--- src/rtl/gpio_pad_ctrl_if.sv ---
// Register-bus bundle for gpio_pad_ctrl: single-cycle write/read strobes,
// 3-bit address and a registered read-data return.
interface gpio_pad_ctrl_if #(
    parameter int WIDTH = 8
);
    logic             wr_en;
    logic             rd_en;
    logic [2:0]       addr;
    logic [WIDTH-1:0] wr_data;
    logic [WIDTH-1:0] rd_data;

    modport master (output wr_en, rd_en, addr, wr_data, input rd_data);
    modport slave  (input wr_en, rd_en, addr, wr_data, output rd_data);
endinterface

--- src/rtl/gpio_pad_ctrl.sv ---
// GPIO bank controller: register-driven pad outputs, synchronized edge-detecting inputs.
// Define GPIO_PAD_CTRL_DEBOUNCE_EN to build per-pad debounce counters.

// One pad lane: two-flop synchronizer, optional debounce filter, previous-value flop.
module gpio_pad_bit #(
    parameter int DEBOUNCE_CYCLES = 16
) (
    input  logic clk,
    input  logic rst_n,
    input  logic dout,
    output logic filt,
    output logic prev
);
    logic sync1, sync2;

    always_ff @(posedge clk or negedge rst_n) begin
        if (!rst_n) begin
            sync1 <= 1'b0;
            sync2 <= 1'b0;
            prev  <= 1'b0;
        end else begin
            sync1 <= dout;
            sync2 <= sync1;
            prev  <= filt;
        end
    end

`ifdef GPIO_PAD_CTRL_DEBOUNCE_EN
    localparam logic [15:0] LAST = 16'(DEBOUNCE_CYCLES - 1);
    logic [15:0] cnt;

    // Any return to the accepted level restarts the stability window.
    always_ff @(posedge clk or negedge rst_n) begin
        if (!rst_n) begin
            cnt  <= '0;
            filt <= 1'b0;
        end else if (sync2 == filt) begin
            cnt <= '0;
        end else if (cnt == LAST) begin
            filt <= sync2;
            cnt  <= '0;
        end else begin
            cnt <= cnt + 16'd1;
        end
    end
`else
    wire [31:0] unused_db = 32'(DEBOUNCE_CYCLES);
    assign filt = sync2;
`endif
endmodule

module gpio_pad_ctrl #(
    parameter int WIDTH           = 8,
    parameter int DEBOUNCE_CYCLES = 16
) (
    input  logic                  clk,
    input  logic                  rst_n,
    gpio_pad_ctrl_if.slave        bus,
    output logic [WIDTH-1:0]      pad_din,
    output logic [WIDTH-1:0]      pad_oen,
    input  logic [WIDTH-1:0]      pad_dout,
    output logic                  irq
);
    logic [WIDTH-1:0] out_r, oe_r, rise_en, fall_en, pend;
    logic [WIDTH-1:0] filt, prev, set, clr, rd_mux;

    for (genvar i = 0; i < WIDTH; i++) begin : g_bit
        gpio_pad_bit #(.DEBOUNCE_CYCLES(DEBOUNCE_CYCLES)) u_bit (
            .clk  (clk),
            .rst_n(rst_n),
            .dout (pad_dout[i]),
            .filt (filt[i]),
            .prev (prev[i])
        );
    end

    assign set = (filt & ~prev & rise_en) | (~filt & prev & fall_en);
    assign clr = (bus.wr_en && bus.addr == 3'd5) ? bus.wr_data : '0;

    // A new edge overrides a simultaneous write-1-to-clear.
    always_ff @(posedge clk or negedge rst_n) begin
        if (!rst_n) begin
            out_r   <= '0;
            oe_r    <= '0;
            rise_en <= '0;
            fall_en <= '0;
            pend    <= '0;
        end else begin
            if (bus.wr_en) begin
                case (bus.addr)
                    3'd0:    out_r   <= bus.wr_data;
                    3'd1:    oe_r    <= bus.wr_data;
                    3'd3:    rise_en <= bus.wr_data;
                    3'd4:    fall_en <= bus.wr_data;
                    default: ;
                endcase
            end
            pend <= (pend & ~clr) | set;
        end
    end

    always_comb begin
        rd_mux = '0;
        case (bus.addr)
            3'd0:    rd_mux = out_r;
            3'd1:    rd_mux = oe_r;
            3'd2:    rd_mux = filt;
            3'd3:    rd_mux = rise_en;
            3'd4:    rd_mux = fall_en;
            3'd5:    rd_mux = pend;
            default: rd_mux = '0;
        endcase
    end

    // Sampled before any same-cycle write lands, so a read-during-write returns old data.
    always_ff @(posedge clk or negedge rst_n) begin
        if (!rst_n)          bus.rd_data <= '0;
        else if (bus.rd_en)  bus.rd_data <= rd_mux;
    end

    assign pad_din = out_r;
    assign pad_oen = ~oe_r;
    assign irq     = |(pend & (rise_en | fall_en));
endmodule

--- src/flat_wrapper.sv ---
// flat-port wrapper written by rule: the top's interface ports become plain ports
module gpio_pad_ctrl_flat 
#(
    parameter int WIDTH           = 8,
    parameter int DEBOUNCE_CYCLES = 16
)
  (clk, rst_n, pad_din, pad_oen, pad_dout, irq, bus_wr_en, bus_rd_en, bus_addr, bus_wr_data, bus_rd_data);
  gpio_pad_ctrl_if #(.WIDTH(WIDTH)) bus_i ();
  input  logic clk;
  input  logic rst_n;
  output logic [WIDTH-1:0] pad_din;
  output logic [WIDTH-1:0] pad_oen;
  input  logic [WIDTH-1:0] pad_dout;
  output logic irq;
  input wire logic [$bits(bus_i.wr_en)-1:0] bus_wr_en;
  input wire logic [$bits(bus_i.rd_en)-1:0] bus_rd_en;
  input wire logic [$bits(bus_i.addr)-1:0] bus_addr;
  input wire logic [$bits(bus_i.wr_data)-1:0] bus_wr_data;
  output wire logic [$bits(bus_i.rd_data)-1:0] bus_rd_data;
  assign bus_i.wr_en = bus_wr_en;
  assign bus_i.rd_en = bus_rd_en;
  assign bus_i.addr = bus_addr;
  assign bus_i.wr_data = bus_wr_data;
  assign bus_rd_data = bus_i.rd_data;
  gpio_pad_ctrl #(.WIDTH(WIDTH), .DEBOUNCE_CYCLES(DEBOUNCE_CYCLES)) u_core (.clk(clk), .rst_n(rst_n), .bus(bus_i), .pad_din(pad_din), .pad_oen(pad_oen), .pad_dout(pad_dout), .irq(irq));
endmodule
--- config.mk ---
export PLATFORM = sky130hd
export DESIGN_NAME = gpio_pad_ctrl_flat
export DESIGN_NICKNAME = d
export VERILOG_FILES = /design/src/rtl/gpio_pad_ctrl_if.sv /design/src/rtl/gpio_pad_ctrl.sv /design/src/flat_wrapper.sv
export SDC_FILE = /design/constraint.sdc
export NUM_CORES = 1
export LEC_CHECK = 0
export ABC_AREA = 1
export BUFFER_PORTS_ARGS = -buffer_cell sky130_fd_sc_hd__buf_2
export CAP_MARGIN = 20
export CORE_UTILIZATION = 39
export DETAILED_ROUTE_END_ITERATION = 10
export HOLD_SLACK_MARGIN = 0.15
export SLEW_MARGIN = 20
export SYNTH_ARGS = -nofsm -noshare
export SYNTH_HDL_FRONTEND = slang
export SYNTH_SLANG_ARGS = --single-unit
--- constraint.sdc ---
create_clock -name clk -period 1.25 [get_ports clk]
set_input_delay 0.1875 -clock clk [delete_from_list [all_inputs] [get_ports clk]]
set_output_delay 0.1875 -clock clk [all_outputs]
set_load 0.005 [all_outputs]
==> results of run 1 <==
cell families after synthesis:
| family | share of synthesized area, % |
|---|---|
| AO/OA/AOI/OAI | 11.9 |
| flip-flops | 55.4 |
| AND/OR/NAND/NOR | 26.0 |
| buffers and inverters | 6.81 |
registers in the layout, indices dropped and copies added (netlist names):
signal / cells
u_core.bus.rd_data: 8
u_core.fall_en: 8
u_core.g_bit.u_bit.filt: 8
u_core.g_bit.u_bit.prev: 8
u_core.g_bit.u_bit.sync1: 8
u_core.oe_r: 8
u_core.pad_din: 8
u_core.pend: 8
u_core.rise_en: 8
cell usage in the layout, fill, tap and decap left out, types with 4 or more instances in the layout:
cell | Yosys | routed
o21ai_1 | 24 | 25
nor2_1 | 40 | 40
buf_4 | 2 | 25
dlygate4sd3_1 | 0 | 9
a21oi_2 | 7 | 7
inv_1 | 27 | 27
buf_12 | 0 | 4
clkbuf_8 | 0 | 10
nand3_1 | 39 | 39
dfrtp_1 | 72 | 72
buf_2 | 6 | 46
nand4_1 | 16 | 16
nand2_1 | 68 | 67
o21ai_2 | 16 | 17
worst min-delay path by stage:
stage                     cells after the start                     endpoint  slack, ns           start
after global placement                        2  u_core.g_bit[2].u_bit.sync1       0.23           rst_n
after floorplan                               0        u_core.bus.rd_data[0]      -0.11           rst_n
after CTS                                     3               u_core.oe_r[7]       0.18  bus_wr_data[7]
final                                         3               u_core.oe_r[7]       0.19  bus_wr_data[7]
after global routing                          3               u_core.oe_r[4]       0.20  bus_wr_data[4]
after detailed placement                      2  u_core.g_bit[2].u_bit.sync1       0.24           rst_n
power breakdown:
part	switching, mW	total, mW	internal (mW)
clock	0.913	1.90	0.983
sequential	0.222	2.87	2.64
combinational	0.649	1.22	0.572
Yosys cell counts:
cell | instances | area [um2]
nor3_1 | 1 | 5.00
inv_2 | 3 | 11.3
buf_6 | 5 | 56.3
o21a_1 | 3 | 22.5
nor2_8 | 1 | 20.0
nor2_1 | 40 | 150
nand4_4 | 1 | 21.3
nand3_4 | 3 | 52.6
clkbuf_1 | 2 | 7.51
nand2_1 | 68 | 255
nand3_2 | 1 | 10.0
nand4_1 | 16 | 100
dfrtp_1 | 72 | 1800
buf_2 | 6 | 30.0
buf_4 | 2 | 15.0
o21ai_2 | 16 | 140
nand3_1 | 39 | 195
a21oi_2 | 7 | 61.3
o21ai_0 | 5 | 25.0
a21oi_1 | 1 | 5.00
nor2_4 | 2 | 22.5
o21ai_1 | 24 | 120
a31oi_1 | 2 | 12.5
nand2_2 | 2 | 12.5
inv_1 | 27 | 101
worst reg2reg max path, stage by stage, from the launching register on:
cell     delay (ns)
dfrtp_1        0.39
buf_4          0.15
nand4_1        0.08
nand2_1        0.05
nor2_1         0.18
a21oi_2        0.07
stage by stage:
stage / setup TNS [ns] / hold slack [ns]
final: -0.285 / 0.187
after global placement: -0.0149 / 0.230
after floorplan: 0 / -0.108
after detailed placement: -0.00257 / 0.236
after global routing: -0.401 / 0.201
after CTS: -0.321 / 0.176
routing by layer:
metal	part of all wire [%]	routed length, um
met1	49	3760
met5	0	0
met3	5.6	427
met4	1.6	124
met2	44	3340
final cells by class:
class	count	area [um2]
fill	744	3810
sequential	72	1800
multi-input combinational	232	1240
timing repair buffer	84	588
clock buffer	10	138
tap	102	128
inverter	30	113
clock inverter	6	67.6
timing repair:
action / 4_1_cts / 5_1_grt
pin swaps: 1 / 0
hold buffers: 9 / 0
setup endpoints to repair: 1 / 1
hold endpoints to repair: 80 / 0
resized for setup: 2 / 3
buffers inserted: 0 / 0
==> metrics.md, run 1 <==
| Metric | Value |
|---|---|
| RR Startpoint | u_core.rise_en[3] |
| Register-to-register setup slack | 0.23 ns |
| Root buf cell | clkbuf_8 |
| Wirelength, routed | 7.65 mm |
| RePlAce Congestion | 0.851 |
| Clk_lat worst skew | 0.35 ns |
| Status | finished with violations |
| MaxCap Viol Count | 0 |
| Antenna violations before repair | 0 |
| Leak pwr | 1.96 nW |
| Syn-to-layout area delta | 25.3% |
| R2r endpoint | u_core.bus.rd_data[3] |
| Initial core utilization | 41.3% |
| Share of layout cells above drive strength 1 | 30.0% |
| CP arrival | 1.35 ns |
| Seq/Total Area, Yosys | 55.4% |
| Max transition margin | 73.9% |
| CTS sink count | 72 |
| Final net count | 452 |
| Violated checks | negative setup slack |
| Worst-case reg-to-reg path depth | 5 |
| Delay-heaviest family, CP | flip-flops |
| DP Cell Count | 511 |
| Final design utilization | 51.7% |
| H-tree level count | 3 |
| Total power | 5.98 mW |
| Clock buffer depth | 2 |
| Mapped Cells | 349 |
| Wire per inst | 14.3 um |
| Vias post-DR | 2679 |
| GRT Overall Usage | 19.9% |
| Final global-route overflow total | 0 |
| Combined buffer and inverter count along the critical path | 1 |
| Worst Setup SP | u_core.rise_en[2] |
| Final Hold Viols | 0 |
| Remaining DRCs | 0 |
| WP data required | 1.06 ns |
| GR peak layer | met1 |
| DRT iter0 DRCs | 130 |
| Chip Width | 93.4 um |
| Vias in the first global route | 2637 |
| CTS Buf Count | 9 |
| Yosys reg bits | 72 |
| Slew @ Worst Pin | 0.391 ns |
| Setup crit end | irq |
| Drt pass-1 iters | 4 |
| Post-Place Cell Area | 0.00377 mm2 |
| Met3 Usage GRT | 3.74% |
| PwrDens | 1470 mW/mm2 |
| # diodes | 0 |
| Die ar. | 0.00871 mm2 |
| Fmax | 0.651 GHz |
| Met2 usage | 28.8% |
| Kind of end point of the critical path | output pin |
| RSZ-0062 raised after global routing | true |
| CP Launch Type | flop |
| Met1 GRT Util | 28.9% |
| # setup viols final | 1 |
| Global-route wire length before repair | 13.1 mm |
| Worst min path class | in2reg |
| Final Non-Filler Cells | 536 |
| Clock skew after layout | 0.0121 ns |
| Post-place setup slack | -0.00184 ns |
| Setup slack after layout | -0.285 ns |
| CP Class | reg2out |
| Slew Viols, Final | 0 |
| Avg Cell Area, Syn | 9.32 um2 |
| VDD IR max | 0.505 mV |
| PortBufs | 47 |
| Hpwl dp | 5.43 mm |
| Tmin final | 1.54 ns |
| Core area | 0.00789 mm2 |
| Largest net degree at the start of global routing | 73 |
| Synth Cell Area | 0.00325 mm2 |
| Synth unique cells | 25 |
| Vias/cell | 5.00 |
| Row cnt | 32 |
| Fin crit share | 123% |
| Die height | 93.4 um |
| Crit-path cells | o21a_1 -> nor3_2 -> nand3_1 -> buf_2 |
| Syn nets | 372 |
| CTS clk-pin slew, worst paths | 0.08 ns |
| Top Ports | 48 |
| Critical-path top delay cell | dfrtp_1 |
| Stages on the worst setup path | 4 |
| Largest stage delay on the critical path | 0.39 ns |
| Final instance area | 0.00408 mm2 |
| Crit Path Max Fanout | 2 |
| CTS tree | done |
| Antenna Violating Nets Remaining | 0 |
| Yosys warns | 0 |
Note: power is estimated with default switching activity, not from simulation.
==> run 2: changes to the inputs <==
--- a/config.mk
+++ b/config.mk
@@ -9,6 +9,7 @@
 export BUFFER_PORTS_ARGS = -buffer_cell sky130_fd_sc_hd__buf_2
 export CAP_MARGIN = 20
 export CORE_UTILIZATION = 39
+export CTS_CLUSTER_SIZE = 10
 export DETAILED_ROUTE_END_ITERATION = 10
 export HOLD_SLACK_MARGIN = 0.15
 export SLEW_MARGIN = 20
==> constraint.sdc (replaced) <==
create_clock -name clk -period 1.8 [get_ports clk]
set_input_delay 0.27 -clock clk [delete_from_list [all_inputs] [get_ports clk]]
set_output_delay 0.27 -clock clk [all_outputs]
set_load 0.005 [all_outputs]
==> metrics.md, run 2 (synthesis results as in run 1) <==
| Metric | Value |
|---|---|
| Stages on the worst setup path | 4 (unchanged) |
| Remaining DRCs | 0 (unchanged) |
| Top Ports | 48 (unchanged) |
| Status | completed |
| Final setup TNS | 0 ns (+0.285 ns) |
| Core area | 0.00789 mm2 (unchanged) |
| Wirelength, routed | 7.58 mm (-0.81%) |
| CTS tree | done |
| GRT Overall Usage | 19.4% (-0.50 points) |
| WP data required | 1.53 ns (+0.47 ns) |
| Vias in the first global route | 2422 (-8.2%) |
| Syn-to-layout area delta | 20.0% |
| Antenna Violating Nets Remaining | 0 (unchanged) |
| Worst min path class | in2reg |
| Final Non-Filler Cells | 515 (-3.9%) |
| Initial core utilization | 41.3% (unchanged) |
| Largest stage delay on the critical path | 0.42 ns (+0.03 ns) |
| Vias post-DR | 2548 (-4.9%) |
| Die height | 93.4 um (unchanged) |
| Commonest cells after routing, fill and taps aside | dfrtp_1 (72), nand2_1 (68), buf_2 (46), nor2_1 (40), nand3_1 (39) |
| Row cnt | 32 (unchanged) |
| Final Hold Viols | 0 (unchanged) |
| Leak pwr | 1.86 nW (-5.2%) |
| Root buf cell | clkbuf_8 |
| Final design utilization | 49.5% (-2.2 points) |
| Max transition margin | 68.7% (-5.2 points) |
| Die ar. | 0.00871 mm2 (unchanged) |
| Combined buffer and inverter count along the critical path | 1 (unchanged) |
| Drt pass-1 iters | 4 (unchanged) |
| CTS Buf Count | 9 (unchanged) |
| Kind of end point of the critical path | output pin |
| CP Launch Type | flop |
| Clk_lat worst skew | 0.35 ns (about the same) |
| VDD IR max | 0.332 mV (-34%) |
| CP Class | reg2out |
| Slew @ Worst Pin | 0.469 ns (+0.0781 ns) |
| Fmax | 0.589 GHz |
| Worst hold slack | 0.272 ns (+0.0845 ns) |
| Chip Width | 93.4 um (unchanged) |
| CTS clk-pin slew, worst paths | 0.07 ns (about the same) |
| Vias/cell | 4.95 (-1.0%) |
| Clock skew after layout | 0.00531 ns (-0.00678 ns) |
| H-tree level count | 3 (unchanged) |
| CP arrival | 1.43 ns (+0.08 ns) |
| Delay-heaviest family, CP | flip-flops |
| DP Cell Count | 488 (-4.5%) |
| Share of layout cells above drive strength 1 | 25.4% (-4.5 points) |
| Global-route wire length before repair | 12.6 mm (-4.0%) |
| Fin crit share | 94.3% |
| Crit Path Max Fanout | 4 (+2) |
| Largest net degree at the start of global routing | 46 (-37%) |
| CTS sink count | 72 (unchanged) |
| Hold path cells | 3 (unchanged) |
| Commonest non-fill, non-tap cell in the layout | dfrtp_1 |
| DRT iter0 DRCs | 171 (+32%) |
| # diodes | 0 (unchanged) |
| MaxCap Viol Count | 0 (unchanged) |
| Worst-case reg-to-reg path depth | 5 (unchanged) |
| Crit-path cells | o21a_1 -> nor3_2 -> nand3_1 -> buf_2 |
| Critical-path top delay cell | dfrtp_1 |
| PortBufs | 47 (unchanged) |
| # setup viols final | 0 (-1) |
| RSZ-0062 raised after global routing | false |
| Hpwl dp | 5.26 mm (-3.0%) |
| Final global-route overflow total | 0 (unchanged) |
| RePlAce Congestion | 0.853 (+0.28%) |
| PwrDens | 1080 mW/mm2 (-26%) |
| Slew Viols, Final | 0 (unchanged) |
| Tmin final | 1.70 ns |
| Final net count | 431 (-4.6%) |
| Wire per inst | 14.7 um (+3.2%) |
| Clock buffer depth | 2 (unchanged) |
| Antenna violations before repair | 0 (unchanged) |
-- run 2: cell count changes in the layout (fill, tap and decap cells not counted) --
cell / change
buf_12: -3
bufinv_16: +1
clkinv_2: -1
clkbuf_8: +2
inv_6: -1
nand2_2: -1
clkbuf_1: +2
buf_4: -18
o21ai_2: -1
nand2_1: +1
clkinv_4: -1
o21ai_1: +1
clkinvlp_4: -2
-- run 2: worst register-to-register path, cell delays in order, from the launching register on --
cell,delay [ns]
dfrtp_1,0.42
buf_4,0.15
nand4_1,0.08
nand2_1,0.06
nor2_1,0.17
a21oi_2,0.07
-- run 2: timing repair --
item / in CTS / in global routing
setup endpoints to repair: 0 / 1
hold buffers: 9 / 0
hold endpoints to repair: 35 / 0
setup buffers: 0 / 2
gates resized for setup: 0 / 3
-- run 2: layout make-up --
cell class | count | area (um2)
Clock inverter | 2 | 60.1
Tap cell | 102 | 128
Fill cell | 757 | 3980
Multi-Input combinational cell | 232 | 1240
Clock buffer | 14 | 173
Sequential cell | 72 | 1800
Timing Repair Buffer | 63 | 393
Inverter | 30 | 113
-- run 2: metrics by stage --
| stage | setup WS (ns) | power, mW | cell area (um2) |
|---|---|---|---|
| 3_5_place_dp | 0.320 | 2.72 | 3560 |
| 6_report | 0.102 | 4.21 | 3900 |
| 2_1_floorplan | 0.681 | 2.43 | 3250 |
| 5_1_grt | 0.00942 | 4.46 | 3900 |
| 4_1_cts | 0.0226 | 4.23 | 3880 |
| 3_3_place_gp | 0.366 | 2.70 | 3560 |
-- run 2: final timing paths --
path	from	end	slack (ns)
worst max-delay path	u_core.rise_en[2]	irq	0.10
worst min-delay path	bus_wr_data[4]	u_core.rise_en[4]	0.27
worst max register to register	u_core.rise_en[1]	u_core.bus.rd_data[1]	0.76
worst min register to register	u_core.g_bit[4].u_bit.sync1	u_core.g_bit[4].u_bit.filt	0.35
max in group asynchronous	rst_n	u_core.fall_en[0]	0.85
min in group asynchronous	rst_n	u_core.rise_en[4]	0.39
-- run 2: where the power goes --
group	switching (mW)	internal, mW
Sequential	0.201	1.84
Clock	0.599	0.896
Combinational	0.378	0.303
-- run 2: per-layer routing --
metal | vias up | GRT usage [%] | wire (um)
met5 | - | 0 | 0
met4 | 0 | 7.18 | 110
met3 | 13 | 5.12 | 397
met2 | 66 | 28.1 | 3280
met1 | 1192 | 27.8 | 3800
li1 | 1277 | - | -
==> run 3: changes to the inputs <==
--- a/config.mk
+++ b/config.mk
@@ -9,6 +9,7 @@
 export BUFFER_PORTS_ARGS = -buffer_cell sky130_fd_sc_hd__buf_2
 export CAP_MARGIN = 20
 export CORE_UTILIZATION = 39
+export CTS_BUF_LIST = sky130_fd_sc_hd__clkbuf_16
 export CTS_CLUSTER_SIZE = 10
 export DETAILED_ROUTE_END_ITERATION = 10
 export HOLD_SLACK_MARGIN = 0.15
==> metrics.md, run 3 (synthesis results as in run 1) <==
| Metric | Value |
|---|---|
| Register-to-register setup slack | 0.86 ns (+0.10 ns) |
| Commonest cells after routing, fill and taps aside | dfrtp_1 (72), nand2_1 (68), buf_2 (46), nor2_1 (40), nand3_1 (39) |
| R2r endpoint | u_core.bus.rd_data[1] |
| CP Class | reg2out |
| Vias post-DR | 2563 (+0.59%) |
| Chip Width | 93.4 um (unchanged) |
| Die height | 93.4 um (unchanged) |
| Vias/cell | 5.00 (+0.98%) |
| Slew Viols, Final | 0 (unchanged) |
| Setup slack after layout | 0.128 ns (+0.0259 ns) |
| Leak pwr | 1.89 nW (+1.5%) |
| Clock buffer depth | 2 (unchanged) |
| Row cnt | 32 (unchanged) |
| Largest net degree at the start of global routing | 46 (unchanged) |
| Post-Place Cell Area | 0.00356 mm2 (unchanged) |
| Delay-heaviest family, CP | flip-flops |
| Worst min path class | in2reg |
| GRT Overall Usage | 19.3% (-0.059 points) |
| Top Ports | 48 (unchanged) |
| Hold path start | bus_wr_data[4] |
| Crit Path Max Fanout | 4 (unchanged) |
| DR WL met3 | 402 um (+1.3%) |
| WP data required | 1.53 ns (about the same) |
| DRT iter0 DRCs | 146 (-15%) |
| Hold Path End | u_core.rise_en[4] |
| Drt pass-1 iters | 4 (unchanged) |
| Crit-path cells | o21a_1 -> nor3_2 -> nand3_1 -> buf_2 |
| Die ar. | 0.00871 mm2 (unchanged) |
| Critical-path top delay cell | dfrtp_1 |
| Worst-case reg-to-reg path depth | 4 (-1) |
| Final Hold Viols | 0 (unchanged) |
| Post-place setup slack | 0.320 ns (unchanged) |
| Fin crit share | 92.9% (-1.4 points) |
| CTS sink count | 72 (unchanged) |
| Global-route wire length before repair | 12.6 mm (-0.27%) |
| Hold path cells | 3 (unchanged) |
| Combined buffer and inverter count along the critical path | 1 (unchanged) |
| Hpwl dp | 5.26 mm (unchanged) |
| RePlAce Congestion | 0.853 (unchanged) |
| Max transition margin | 69.4% (+0.73 points) |
| # setup viols final | 0 (unchanged) |
| Final setup TNS | 0 ns (unchanged) |
| Syn-to-layout area delta | 21.7% |
| Antenna Violating Nets Remaining | 0 (unchanged) |
| Kind of end point of the critical path | output pin |
| Slew @ Worst Pin | 0.458 ns (-0.0110 ns) |
| Core area | 0.00789 mm2 (unchanged) |
| Root buf cell | clkbuf_16 |
| Tmin final | 1.67 ns (-0.0259 ns) |
| H-tree level count | 3 (unchanged) |
| Clk_lat worst skew | 0.33 ns (-0.02 ns) |
| Worst hold slack | 0.296 ns (+0.0242 ns) |
| PortBufs | 47 (unchanged) |
| Met2 wire length | 3.29 mm (+0.46%) |
| MaxCap Viol Count | 0 (unchanged) |
| RSZ-0062 raised after global routing | false |
| Initial core utilization | 41.3% (unchanged) |
| Met1 wire length | 3.70 mm (-2.5%) |
| CTS Buf Count | 9 (unchanged) |
| Setup Buffers After CTS | 0 (unchanged) |
| Share of layout cells above drive strength 1 | 24.3% (-1.1 points) |
| VDD IR max | 0.490 mV (+48%) |
| CTS tree | done |
| CP arrival | 1.40 ns (-0.03 ns) |
| # diodes | 0 (unchanged) |
| Remaining DRCs | 0 (unchanged) |
| Commonest non-fill, non-tap cell in the layout | dfrtp_1 |
| Antenna violations before repair | 0 (unchanged) |
| CTS clk-pin slew, worst paths | 0.05 ns (-0.02 ns) |
| Status | completed |
| Clock skew after layout | 0.00623 ns (+0.000923 ns) |
| Final global-route overflow total | 0 (unchanged) |
| Highest Signal Layer | met4 |
| Fmax | 0.598 GHz (+1.5%) |
| Largest stage delay on the critical path | 0.42 ns (about the same) |
| RR Startpoint | u_core.rise_en[1] |
| Wire per inst | 14.6 um (-0.79%) |
| Vias in the first global route | 2421 (-0.041%) |
| Wirelength, routed | 7.50 mm (-1.2%) |
| Final instance area | 0.00396 mm2 (+1.4%) |
| Final net count | 429 (-0.46%) |
| PwrDens | 1140 mW/mm2 (+5.9%) |
| CP Launch Type | flop |
==> run 3: cell count changes in the layout (fill, tap and decap cells not counted), sizes merged <==
| cell | previous run | this run |
|---|---|---|
| clkinv | 0 | 3 |
| buf | 54 | 52 |
| clkbuf | 14 | 9 |
| inv | 30 | 32 |
==> run 3: worst max-delay path by stage <==
stage / from / endpoint / cells after the start / slack, ns
global route: u_core.fall_en[6] / irq / 5 / 0.006
finish: u_core.rise_en[2] / irq / 4 / 0.13
global placement: bus_addr[0] / u_core.pend[0] / 6 / 0.37
detailed placement: bus_addr[0] / u_core.pend[4] / 6 / 0.32
CTS: u_core.rise_en[0] / irq / 5 / 0.05
floorplan: bus_rd_en / u_core.bus.rd_data[6] / 5 / 0.68
==> run 3: power by group <==
group / internal (mW) / switching, mW / leakage (nW)
clock network: 1.19 / 0.633 / 0.155
logic: 0.292 / 0.372 / 0.880
registers: 1.84 / 0.202 / 0.856
total: 3.32 / 1.21 / 1.89
==> run 3: metrics by stage <==
| step | utilization (%) | total power [mW] | instances |
|---|---|---|---|
| floorplan | - | 2.43 | 349 |
| global placement | 45.1 | 2.70 | 488 |
| detailed placement | 45.1 | 2.72 | 488 |
| CTS | 50.1 | 4.57 | 513 |
| global route | 50.2 | 4.78 | 513 |
| finish | 50.2 | 4.53 | 513 |
==> run 3: worst reg2reg max path: cells and delay by family (launching register included) <==
kind | cells | cell delay, ns
AO/OA/AOI/OAI | 1 | 0.07
flip-flops | 1 | 0.42
AND/OR/NAND/NOR | 3 | 0.34
==> run 3: cell type report <==
cell class	count	area, um2
multi-input combinational	232	1240
sequential	72	1800
fill	752	3930
clock buffer	9	225
timing repair buffer	61	378
tap	102	128
inverter	30	113
clock inverter	7	78.8
==> run 3: what timing repair did <==
action | CTS | global route
hold buffers | 9 | 0
gates resized for setup | 0 | 1
endpoints found under the setup margin | 0 | 1
endpoints found under the hold margin | 35 | 0
==> run 3: metal layers <==
| layer | up-vias | GRT usage (%) |
|---|---|---|
| met1 | 1188 | 27.8 |
| met2 | 84 | 28.1 |
| met3 | 11 | 4.88 |
| met5 | - | 0 |
| li1 | 1280 | - |
| met4 | 0 | 7.18 |
